--- config.mk ---
export PLATFORM = sky130hd
export DESIGN_NAME = sr_cmd_sequencer
export DESIGN_NICKNAME = d
export VERILOG_FILES = /design/src/rtl/sr_cmd_sequencer.sv
export SDC_FILE = /design/constraint.sdc
export NUM_CORES = 1
export LEC_CHECK = 0
export CORE_MARGIN = 1.5
export CORE_UTILIZATION = 40
export CTS_CLUSTER_SIZE = 14
export DETAILED_ROUTE_END_ITERATION = 16
export SYNTH_ARGS = -nofsm -noshare
export SYNTH_HDL_FRONTEND = slang
export SYNTH_SLANG_ARGS = --single-unit
--- constraint.sdc ---
create_clock -name CLK -period 2.5 [get_ports CLK]
set_input_delay 0.75 -clock CLK [delete_from_list [all_inputs] [get_ports CLK]]
set_output_delay 0.75 -clock CLK [all_outputs]
set_load 0.01 [all_outputs]
--- src/rtl/sr_cmd_sequencer.sv ---
`default_nettype none
// +--------------------------------------------------------------------------+
// | sr_cmd_sequencer: debounced set/reset requests -> guarded S/R pulses      |
// | Revision: 1.0                                                             |
// +--------------------------------------------------------------------------+
module sr_cmd_sequencer #(
  parameter int DEB_CYCLES   = 4,
  parameter int PULSE_CYCLES = 2,
  parameter int GAP_CYCLES   = 3,
  parameter int CNT_W        = 8
) (
  input  logic             CLK,
  input  logic             RST_N,
  input  logic             SET_REQ,
  input  logic             RST_REQ,
  input  logic             Q_FB,
  output logic             S,
  output logic             R,
  output logic             BUSY,
  output logic             CONFLICT,
  output logic [CNT_W-1:0] CMD_CNT
);

  localparam int c_DEB_W  = (DEB_CYCLES > 1) ? $clog2(DEB_CYCLES) : 1;
  localparam int c_PH_MAX = (PULSE_CYCLES > GAP_CYCLES) ? PULSE_CYCLES : GAP_CYCLES;
  localparam int c_PH_W   = (c_PH_MAX > 1) ? $clog2(c_PH_MAX) : 1;

  localparam logic [c_DEB_W-1:0] c_DEB_LAST   = c_DEB_W'(DEB_CYCLES - 1);
  localparam logic [c_PH_W-1:0]  c_PULSE_LAST = c_PH_W'(PULSE_CYCLES - 1);
  localparam logic [c_PH_W-1:0]  c_GAP_LAST   = c_PH_W'((GAP_CYCLES > 0) ? GAP_CYCLES - 1 : 0);

  localparam logic [1:0] c_IDLE  = 2'd0;
  localparam logic [1:0] c_PULSE = 2'd1;
  localparam logic [1:0] c_GAP   = 2'd2;

  logic [1:0]        w_raw;
  logic [1:0]        w_evt;
  logic              w_set_evt;
  logic              w_rst_evt;
  logic              w_take;
  logic              w_set_pend_nx;
  logic              w_rst_pend_nx;
  logic              w_conflict;

  logic [1:0]        r_state;
  logic [c_PH_W-1:0] r_ph;
  logic              r_s;
  logic              r_r;
  logic              r_busy;
  logic              r_conflict;
  logic              r_set_pend;
  logic              r_rst_pend;
  logic [CNT_W-1:0]  r_cmd_cnt;

  assign w_raw = {RST_REQ, SET_REQ};

  // Bit 0 is the set channel, bit 1 the reset channel.
  for (genvar gi = 0; gi < 2; gi++) begin : g_deb
    logic               r_sync1;
    logic               r_sync2;
    logic               r_deb;
    logic               r_evt;
    logic [c_DEB_W-1:0] r_cnt;

    always_ff @(posedge CLK or negedge RST_N) begin
      if (!RST_N) begin
        r_sync1 <= 1'b0;
        r_sync2 <= 1'b0;
        r_deb   <= 1'b0;
        r_evt   <= 1'b0;
        r_cnt   <= '0;
      end else begin
        r_sync1 <= w_raw[gi];
        r_sync2 <= r_sync1;
        r_evt   <= 1'b0;
        if (r_sync2 == r_deb) begin
          r_cnt <= '0;
        end else if (r_cnt == c_DEB_LAST) begin
          r_deb <= r_sync2;
          r_cnt <= '0;
          r_evt <= r_sync2;
        end else begin
          r_cnt <= r_cnt + c_DEB_W'(1);
        end
      end
    end

    assign w_evt[gi] = r_evt;
  end

  assign w_set_evt = w_evt[0];
  assign w_rst_evt = w_evt[1];

  // Any pending flag is consumed in IDLE, whether or not it turns into a pulse.
  assign w_take = (r_state == c_IDLE);

  always_comb begin
    w_set_pend_nx = r_set_pend & ~w_take;
    w_rst_pend_nx = r_rst_pend & ~w_take;
    w_conflict    = 1'b0;
    if (w_set_evt && w_rst_evt) begin
      w_set_pend_nx = 1'b0;
      w_rst_pend_nx = 1'b0;
      w_conflict    = 1'b1;
    end else if (w_set_evt) begin
      w_conflict    = w_rst_pend_nx;
      w_set_pend_nx = 1'b1;
      w_rst_pend_nx = 1'b0;
    end else if (w_rst_evt) begin
      w_conflict    = w_set_pend_nx;
      w_rst_pend_nx = 1'b1;
      w_set_pend_nx = 1'b0;
    end
  end

  always_ff @(posedge CLK or negedge RST_N) begin
    if (!RST_N) begin
      r_set_pend <= 1'b0;
      r_rst_pend <= 1'b0;
      r_conflict <= 1'b0;
    end else begin
      r_set_pend <= w_set_pend_nx;
      r_rst_pend <= w_rst_pend_nx;
      r_conflict <= w_conflict;
    end
  end

  always_ff @(posedge CLK or negedge RST_N) begin
    if (!RST_N) begin
      r_state   <= c_IDLE;
      r_ph      <= '0;
      r_s       <= 1'b0;
      r_r       <= 1'b0;
      r_busy    <= 1'b0;
      r_cmd_cnt <= '0;
    end else begin
      case (r_state)
        c_IDLE: begin
          r_ph <= '0;
          // A request whose target already matches Q_FB is dropped silently.
          if (r_set_pend && !Q_FB) begin
            r_state   <= c_PULSE;
            r_s       <= 1'b1;
            r_busy    <= 1'b1;
            r_cmd_cnt <= r_cmd_cnt + CNT_W'(1);
          end else if (r_rst_pend && Q_FB) begin
            r_state   <= c_PULSE;
            r_r       <= 1'b1;
            r_busy    <= 1'b1;
            r_cmd_cnt <= r_cmd_cnt + CNT_W'(1);
          end
        end
        c_PULSE: begin
          if (r_ph == c_PULSE_LAST) begin
            r_s  <= 1'b0;
            r_r  <= 1'b0;
            r_ph <= '0;
            if (GAP_CYCLES == 0) begin
              r_state <= c_IDLE;
              r_busy  <= 1'b0;
            end else begin
              r_state <= c_GAP;
            end
          end else begin
            r_ph <= r_ph + c_PH_W'(1);
          end
        end
        c_GAP: begin
          if (r_ph == c_GAP_LAST) begin
            r_state <= c_IDLE;
            r_busy  <= 1'b0;
            r_ph    <= '0;
          end else begin
            r_ph <= r_ph + c_PH_W'(1);
          end
        end
        default: begin
          r_state <= c_IDLE;
          r_s     <= 1'b0;
          r_r     <= 1'b0;
          r_busy  <= 1'b0;
          r_ph    <= '0;
        end
      endcase
    end
  end

  assign S        = r_s;
  assign R        = r_r;
  assign BUSY     = r_busy;
  assign CONFLICT = r_conflict;
  assign CMD_CNT  = r_cmd_cnt;

endmodule
`default_nettype wire

Word level (Yosys, flattened, before mapping). Cells that the tools add are included.

Latch bits: 0. Flip-flop bits (word level): 30. ROM bits: 0. Memories kept: 0. Logic and storage cells: 93. Memory bits (writable): 0. Bits of input ports: 5. Output and inout bits: 12.

Shift-type cells: 0. Reduce and logical (&&, ||, !) cells: 13. Magnitude comparators: 0. $mul: 0. Bitwise gates (word level): 7. Div/mod/pow operators: 0. Add/subtract/negate cells: 4. Multiplexer cells: 36. Eq/ne operators: 14.

Operators with widths (count): 2-bit two-way mux (10); 1-bit two-way mux (19); 8-bit two-way mux (2); 1-bit one-hot mux with 3 select lines (3); 3-bit AND reduction (3); 8-bit by 1-bit adder with 8-bit output, second input constant (1); 2-bit == test, second input constant (4); 2-bit by 1-bit adder with 2-bit output, second input constant (3); 2-bit != test, second input constant (3); 2-bit one-hot mux with 3 select lines (1); 2-bit AND reduction (3); 1-bit inverter (5); 2-bit by 1-bit == test with 1-bit output, second input constant (2); 2-bit by 1-bit != test with 1-bit output, second input constant (2); 2-bit one-hot mux with 2 select lines (1); 4-bit AND reduction (1); 1-bit logical AND (3); 3-bit by 1-bit != test with 1-bit output, second input constant (1); 1-bit AND (2); 1-bit == test (2); 2-bit logical NOT (1); 2-bit nonzero test (1); 1-bit logical NOT (1).

Longest topological paths before layout. Gate-level depths: netlist of the first run.

Depth in word-level cells: 6. Depth in mapped cells: 6.

Least setup slack after synthesis of the first run. No wires, ideal clock.

Path kind: input -> register. Start point: input port Q_FB. End point: register r_state[1]. Data arrival time: 1.544 ns. Setup time: 0.121 ns. Data required time: 2.379 ns. Path slack: 0.835 ns. Buffers on the path: 0. Stages: 4. Path through: mux2i_2 nand2_2 a22o_1 a22o_1.

Word-level cells in the longest chain between the ends: 4. Elaborated cells between the ends (all ways): 7.

RTL lines: start, declared (RTL line 16) `input logic Q_FB,`; 1-bit logical NOT (RTL line 141) `if (r_set_pend && !Q_FB) begin`; 1-bit logical AND (RTL line 141); 3-bit by 1-bit != test with 1-bit output (no source line) / 2-bit two-way mux (equally long branches); 3-bit AND reduction (no source line) / 2-bit one-hot mux with 3 select lines (equally long branches); end signal, assigned (RTL line 142) `r_state <= c_PULSE;`; end signal, assigned (RTL line 147) `r_state <= c_PULSE;`; end signal, assigned (RTL line 159) `r_state <= c_IDLE;`; end, declared (RTL line 45) `logic [1:0] r_state;`.

Parallel ways exist; a longest one is shown, timed or not. A chain may end at the register's enable or synchronous reset.

Worst setup path in the final report of the first run.
Start point: register r_cmd_cnt[3], in the netlist CMD_CNT[3]. End point: output port CMD_CNT[3].

RTL lines: start, declared (RTL line 53) `logic [CNT_W-1:0] r_cmd_cnt;`; start signal, assigned (RTL line 145) `r_cmd_cnt <= r_cmd_cnt + CNT_W'(1);`; start signal, assigned (RTL line 150) `r_cmd_cnt <= r_cmd_cnt + CNT_W'(1);`; end, declared (RTL line 21) `output logic [CNT_W-1:0] CMD_CNT`.

No word-level cell between the ends.

==> results.md, run 1 <==
* Status: finished clean
* Detailed Place HPWL at 1380 um
* Cell Rows at 20
* Fin crit period at 2.05 ns
* Worst EP required at 1.75 ns
* Clock Tree Buf Depth at 2
* PD cells at 860 mW/mm^2
* Synth Area in Simple Gates at 15.6%
* Non-Filler Instances at 172
* Antenna violations before repair at 0
* Post-CTS Setup Repair Bufs at 0
* Core Region at 0.00303 mm^2
* Die Width at 59.3 um
* FMAX at 0.487 GHz
* Root buffer selected by CTS: clkbuf_4
* Slew headroom at 74.2%
* Most used cells in the layout excluding fill and tap cells: 30 x dfrtp_1, 16 x clkdlybuf4s50_1, 7 x xnor2_1, 7 x ha_1, 6 x nor2_1
* Synth Area per Inst at 12.2 um^2
* Critical path's slowest cell: clkdlybuf4s50_1
* Pleak at 0.706 nW
* First-pass GRT wire length at 3450 um
* DRT antenna net count at 0
* RSZ-0062 raised after global routing: no
* Total track usage at 13.8%
* Final period util at 82.2%
* Gpl congestion at 0.735
* Dpl cells at 165
* Synth Area in Compound Gates at 6.81%
* Synthesized area at 0.00127 mm^2
* Final wirelength at 1940 um
* Multiplexer share of the synthesized area at 3.75%
* Distinct cells, synth at 28
* Critical path fanouts, max at 5
* I/O Buffers at 16
* Number of synthesized flops with an enable pin at 0
* Synth warn at 0
* Vias per Instance at 4.53
* Clock buffer count from CTS at 5
* Synthesized Nets at 116
* Area Growth Syn to Fin at 21.3%
* Drt pass-1 iters at 4
* Crit-path leading delay family: buffers and inverters
* Clock slew at reported path FFs at 0.10 ns
* Fin Setup TNS at 0 ns
* Drt initial violations at 11
* Maxcap violations at 0
* Initial cell density of the core at 41.9%
* Routed via count at 779
* WS Path Type: flip-flop to primary output
* Post-Syn Instances at 104
* Largest family of logic cells by synthesized area: simple AND/OR/NAND/NOR gates
* Final instance area at 0.00154 mm^2
* Insertion delay to the later sink of the worst-skew pair at 0.32 ns
* Placed Area at 0.00149 mm^2
* Worst-path cell chain: clkdlybuf4s50_1
* Critical path capture point type: primary output
* Pins Over Slew Limit at 0
* Post-synthesis xor/xnor area fraction at 6.22%
* Hold Buf Count CTS at 0
* Share of the yosys chip area belonging to registers at 59.2%
* Worst Setup Start Kind: flip-flop
* # setup viols final at 0
* Clk_skew at 0.0141 ns
* Vias in the first global route at 822
* Async SR Flop Fraction at 100%
* Final worst setup slack at 0.446 ns
* Fin util at 50.8%
* CTS tree: done
* Final hold vios at 0
* Htree depth at 2
* Top Ports at 17
* Most common cell after layout, fill and taps aside: dfrtp_1
* Total congestion overflow at 0
* Routed wire per std cell at 11.3 um
* Fin nets at 140
* Tightest Pin Transition at 0.380 ns
* Largest net degree at the start of global routing at 31
* Maximum VDD drop at 404 uV
* Pre-CTS WS at 0.186 ns
* CTS resizes at 0
* Die Ht at 59.3 um
* Clock Sinks at 30
* CP arrival at 1.30 ns
* Adder-cell share of the synthesized area at 6.91%
* Diode count at 0
* Die area at 0.00352 mm^2
* Share of layout cells above drive strength 1 at 10.2%
* Critical Path Max Stage Delay at 0.56 ns
* Hold Crit Class: flip-flop to flip-flop
* Synthesized flop and latch total at 30
* Dominant synthesized flop cell: dfrtp_1
* CP Buf/Inv Count at 1
* Remaining DRCs at 0
path summary, 6_finish.rpt:
kind                                       startpoint                    endpoint  slack (ns)  depth (start not counted)
min reg2reg                g_deb[0].r_sync1$_DFF_PN0_  g_deb[0].r_sync2$_DFF_PN0_        0.35                          0
min in group asynchronous                       RST_N           r_ph[0]$_DFF_PN0_        0.80                          2
max in group asynchronous                       RST_N      CMD_CNT[1]$_DFFE_PN0P_        1.42                          2
min                        g_deb[0].r_sync1$_DFF_PN0_  g_deb[0].r_sync2$_DFF_PN0_        0.35                          0
max reg2reg                    r_state[1]$_DFFE_PN0P_               R$_DFFE_PN0P_        0.91                          5
max                            CMD_CNT[3]$_DFFE_PN0P_                  CMD_CNT[3]        0.45                          1
layer usage:
metal	up-vias	part of all wire, %	GRT usage, %
met4	0	2.1	9.09
met3	5	3.3	4.59
met5	-	0	0
li1	400	-	-
met2	12	46	22.1
met1	362	49	15.7
flip-flops by register name, summed over array words and instances, names as in the netlist:
signal	count
BUSY	1
CMD_CNT	8
CONFLICT	1
R	1
S	1
g_deb.r_cnt	4
g_deb.r_deb	2
g_deb.r_evt	2
g_deb.r_sync1	2
g_deb.r_sync2	2
r_ph	2
r_rst_pend	1
r_set_pend	1
r_state	2
stage by stage:
step / power (mW) / hold WS (ns)
after floorplan: 0.915 / 0.331
after global placement: 1.06 / 0.337
after detailed placement: 1.07 / 0.340
after CTS: 1.34 / 0.352
after global routing: 1.44 / 0.360
final: 1.32 / 0.348
power breakdown:
| part | internal (mW) | switching (mW) | total, mW |
|---|---|---|---|
| Clock | 0.101 | 0.162 | 0.263 |
| Combinational | 0.208 | 0.197 | 0.404 |
| Sequential | 0.585 | 0.0704 | 0.655 |
| Total | 0.893 | 0.429 | 1.32 |
cell type report:
type / count / area, um^2
Sequential cell: 30 / 751
Clock buffer: 5 / 37.5
Multi-Input combinational cell: 69 / 498
Timing Repair Buffer: 17 / 168
Inverter: 5 / 18.8
Tap cell: 44 / 55.1
Clock inverter: 2 / 10.0
Fill cell: 275 / 1490
cell usage after synthesis, drive strengths merged (3+ instances only):
| cell type | count | area [um^2] |
|---|---|---|
| dfrtp | 30 | 751 |
| ha | 7 | 87.6 |
| nor2 | 7 | 28.8 |
| xnor2 | 7 | 61.3 |
| nand2 | 6 | 25.0 |
| a21oi | 5 | 25.0 |
| inv | 5 | 18.8 |
| nor3 | 5 | 30.0 |
| nor2b | 4 | 25.0 |
| mux2 | 3 | 33.8 |
| nand2b | 3 | 18.8 |
| nand3 | 3 | 15.0 |
cell families (layout without fill, tap and decap cells):
kind of cell / Yosys count / after routing
compound gates: 13 / 13
xor+xnor: 9 / 9
fa+ha+maj: 7 / 7
buf+inv: 5 / 29
flops: 30 / 30
mux: 4 / 4
simple gates: 36 / 36
No activity file was read; power rests on OpenSTA's default activity.
==> inputs of run 2 (changes only) <==
==> constraint.sdc (replaced) <==
create_clock -name CLK -period 1.75 [get_ports CLK]
set_input_delay 0.525 -clock CLK [delete_from_list [all_inputs] [get_ports CLK]]
set_output_delay 0.525 -clock CLK [all_outputs]
set_load 0.01 [all_outputs]
==> run 2 against run 1 <==
  * Routed wire length grew 5.8%
  * Worst setup slack got worse by 0.34 ns
  * Clock power up 110%
  * Die area unchanged
  * Flip-flop and latch count did not move
  * Global-route usage rose by 0.33 points
  * Register-to-register slack got worse by 0.73 ns
  * Clock skew fell by 0.011 ns
==> results.md, run 2 (synthesis results as in run 1) <==
* CP arrival at 1.86 ns
* Die area at 0.00352 mm^2
* Hold Crit Class: flip-flop to flip-flop
* Worst Reg2Reg Path Length in Cells at 5
* Fin crit period at 1.64 ns
* Clock Tree Buf Depth at 2
* Total track usage at 14.2%
* FMAX at 0.608 GHz
* Routed wire per std cell at 11.4 um
* Initial cell density of the core at 41.9%
* Drt initial violations at 11
* Hold Crit Start: g_deb[0].r_sync1$_DFF_PN0_
* Share of layout cells above drive strength 1 at 15.4%
* Remaining DRCs at 0
* Final worst setup slack at 0.106 ns
* Clock buffer count from CTS at 5
* Clock slew at reported path FFs at 0.09 ns
* Drt pass-1 iters at 2
* Top Ports at 17
* Clk_skew at 0.00315 ns
* Final period util at 93.9%
* Diode count at 0
* Vias in the first global route at 854
* Final hold vios at 0
* Area Growth Syn to Fin at 29.0%
* Maximum VDD drop at 594 uV
* Worst EP required at 1.96 ns
* Total Power at 2.08 mW
* # setup viols final at 0
* Flop2flop setup slack at 0.18 ns
* Most common cell after layout, fill and taps aside: dfrtp_1
* Gpl congestion at 0.726
* I/O Buffers at 16
* Maxcap violations at 0
* Worst Setup Start Kind: input pin
* Hold EP: g_deb[0].r_sync2$_DFF_PN0_
* First-pass GRT wire length at 3590 um
* WHS Path Cells at 0
* Antenna violations before repair at 0
* CTS tree: done
* Hold Buf Count CTS at 0
* Htree depth at 2
* Critical path capture point type: flip-flop
* Status: finished clean
* Largest net degree at the start of global routing at 31
* Max reg flops at 8
* Vias per Instance at 4.68
* FF-to-FF Start: r_state[1]$_DFFE_PN0P_
* Hold slack at 0.360 ns
* Cell Rows at 20
* Die Ht at 59.3 um
* Most used cells in the layout excluding fill and tap cells: 30 x dfrtp_1, 9 x buf_4, 7 x xnor2_1, 7 x ha_1, 7 x dlygate4sd2_1
* WS Path Type: input pin to flip-flop
* Root buffer selected by CTS: clkbuf_4
* Slew headroom at 75.6%
* Critical path fanouts, max at 4
* Final wirelength at 2060 um
* RR Endpoint: R$_DFFE_PN0P_
* Fin util at 54.0%
* Total congestion overflow at 0
* PD cells at 1270 mW/mm^2
* Core Region at 0.00303 mm^2
* Detailed Place HPWL at 1450 um
* Insertion delay to the later sink of the worst-skew pair at 0.32 ns
* Tightest Pin Transition at 0.366 ns
* DRT antenna net count at 0
* Pre-CTS WS at -0.234 ns
* Fin nets at 148
* Clock Sinks at 30
* Routed via count at 842
* RSZ-0062 raised after global routing: no
* Die Width at 59.3 um
* Pins Over Slew Limit at 0
* Pleak at 0.861 nW
[run 2: changes by cell type in the layout (fill, tap and decap cells not counted)]
cell / delta
buf_4: +8
bufinv_16: +1
clkbuf_8: +1
clkdlybuf4s50_1: -12
clkinv_2: -2
dlygate4sd2_1: +7
dlymetal6s2s_1: +5
[run 2: power breakdown]
group          internal (mW)  switching, mW  leakage [nW]
combinational          0.297          0.305         0.423
clock                  0.332          0.227        0.0443
sequential             0.835         0.0847         0.393
[run 2: cell type report]
| class | instances | area, um^2 |
|---|---|---|
| well taps | 44 | 55.1 |
| clock buffers | 6 | 51.3 |
| clock inverters | 1 | 30.0 |
| multi-input cells | 69 | 498 |
| flip-flops and latches | 30 | 751 |
| inverters | 5 | 18.8 |
| repair buffers | 25 | 231 |
| fillers | 258 | 1390 |
[run 2: how the worst max path moves through the flow]
stage                                 startpoint                     end  cells past startpoint
final                                       Q_FB  r_state[1]$_DFFE_PN0P_                      5
after global routing                        Q_FB  CMD_CNT[7]$_DFFE_PN0P_                      6
after CTS                 CMD_CNT[2]$_DFFE_PN0P_              CMD_CNT[2]                      1
after detailed placement                    Q_FB  r_state[1]$_DFFE_PN0P_                      5
after global placement                      Q_FB  r_state[1]$_DFFE_PN0P_                      5
after floorplan                             Q_FB  r_state[1]$_DFFE_PN0P_                      4
[run 2: routing by layer]
layer	routed length [um]	share of wire, %	up-vias	GRT usage [%]
met2	1040	50	14	24.2
met5	0	0	-	0
met4	28	1.4	0	8.77
met1	918	45	407	15.0
met3	72	3.5	4	4.59
li1	-	-	417	-
[run 2: per-stage QoR]
step | area (um^2) | setup TNS (ns) | cells
after floorplan | 1270 | 0 | 104
after global placement | 1510 | -1.53 | 168
after detailed placement | 1510 | -1.59 | 168
after CTS | 1620 | 0 | 180
after global routing | 1640 | 0 | 180
final | 1640 | 0 | 180
[run 2: critical path, stage by stage]
cell and delay, ns:
clkdlybuf4s50_1 0.50, mux2i_2 0.34, nand2_2 0.09, a22o_1 0.19, a22o_1 0.22
[run 2: repair_timing]
item,in CTS,in global routing
gates resized for setup,7,5
setup buffers,5,0
setup endpoints to repair,10,5
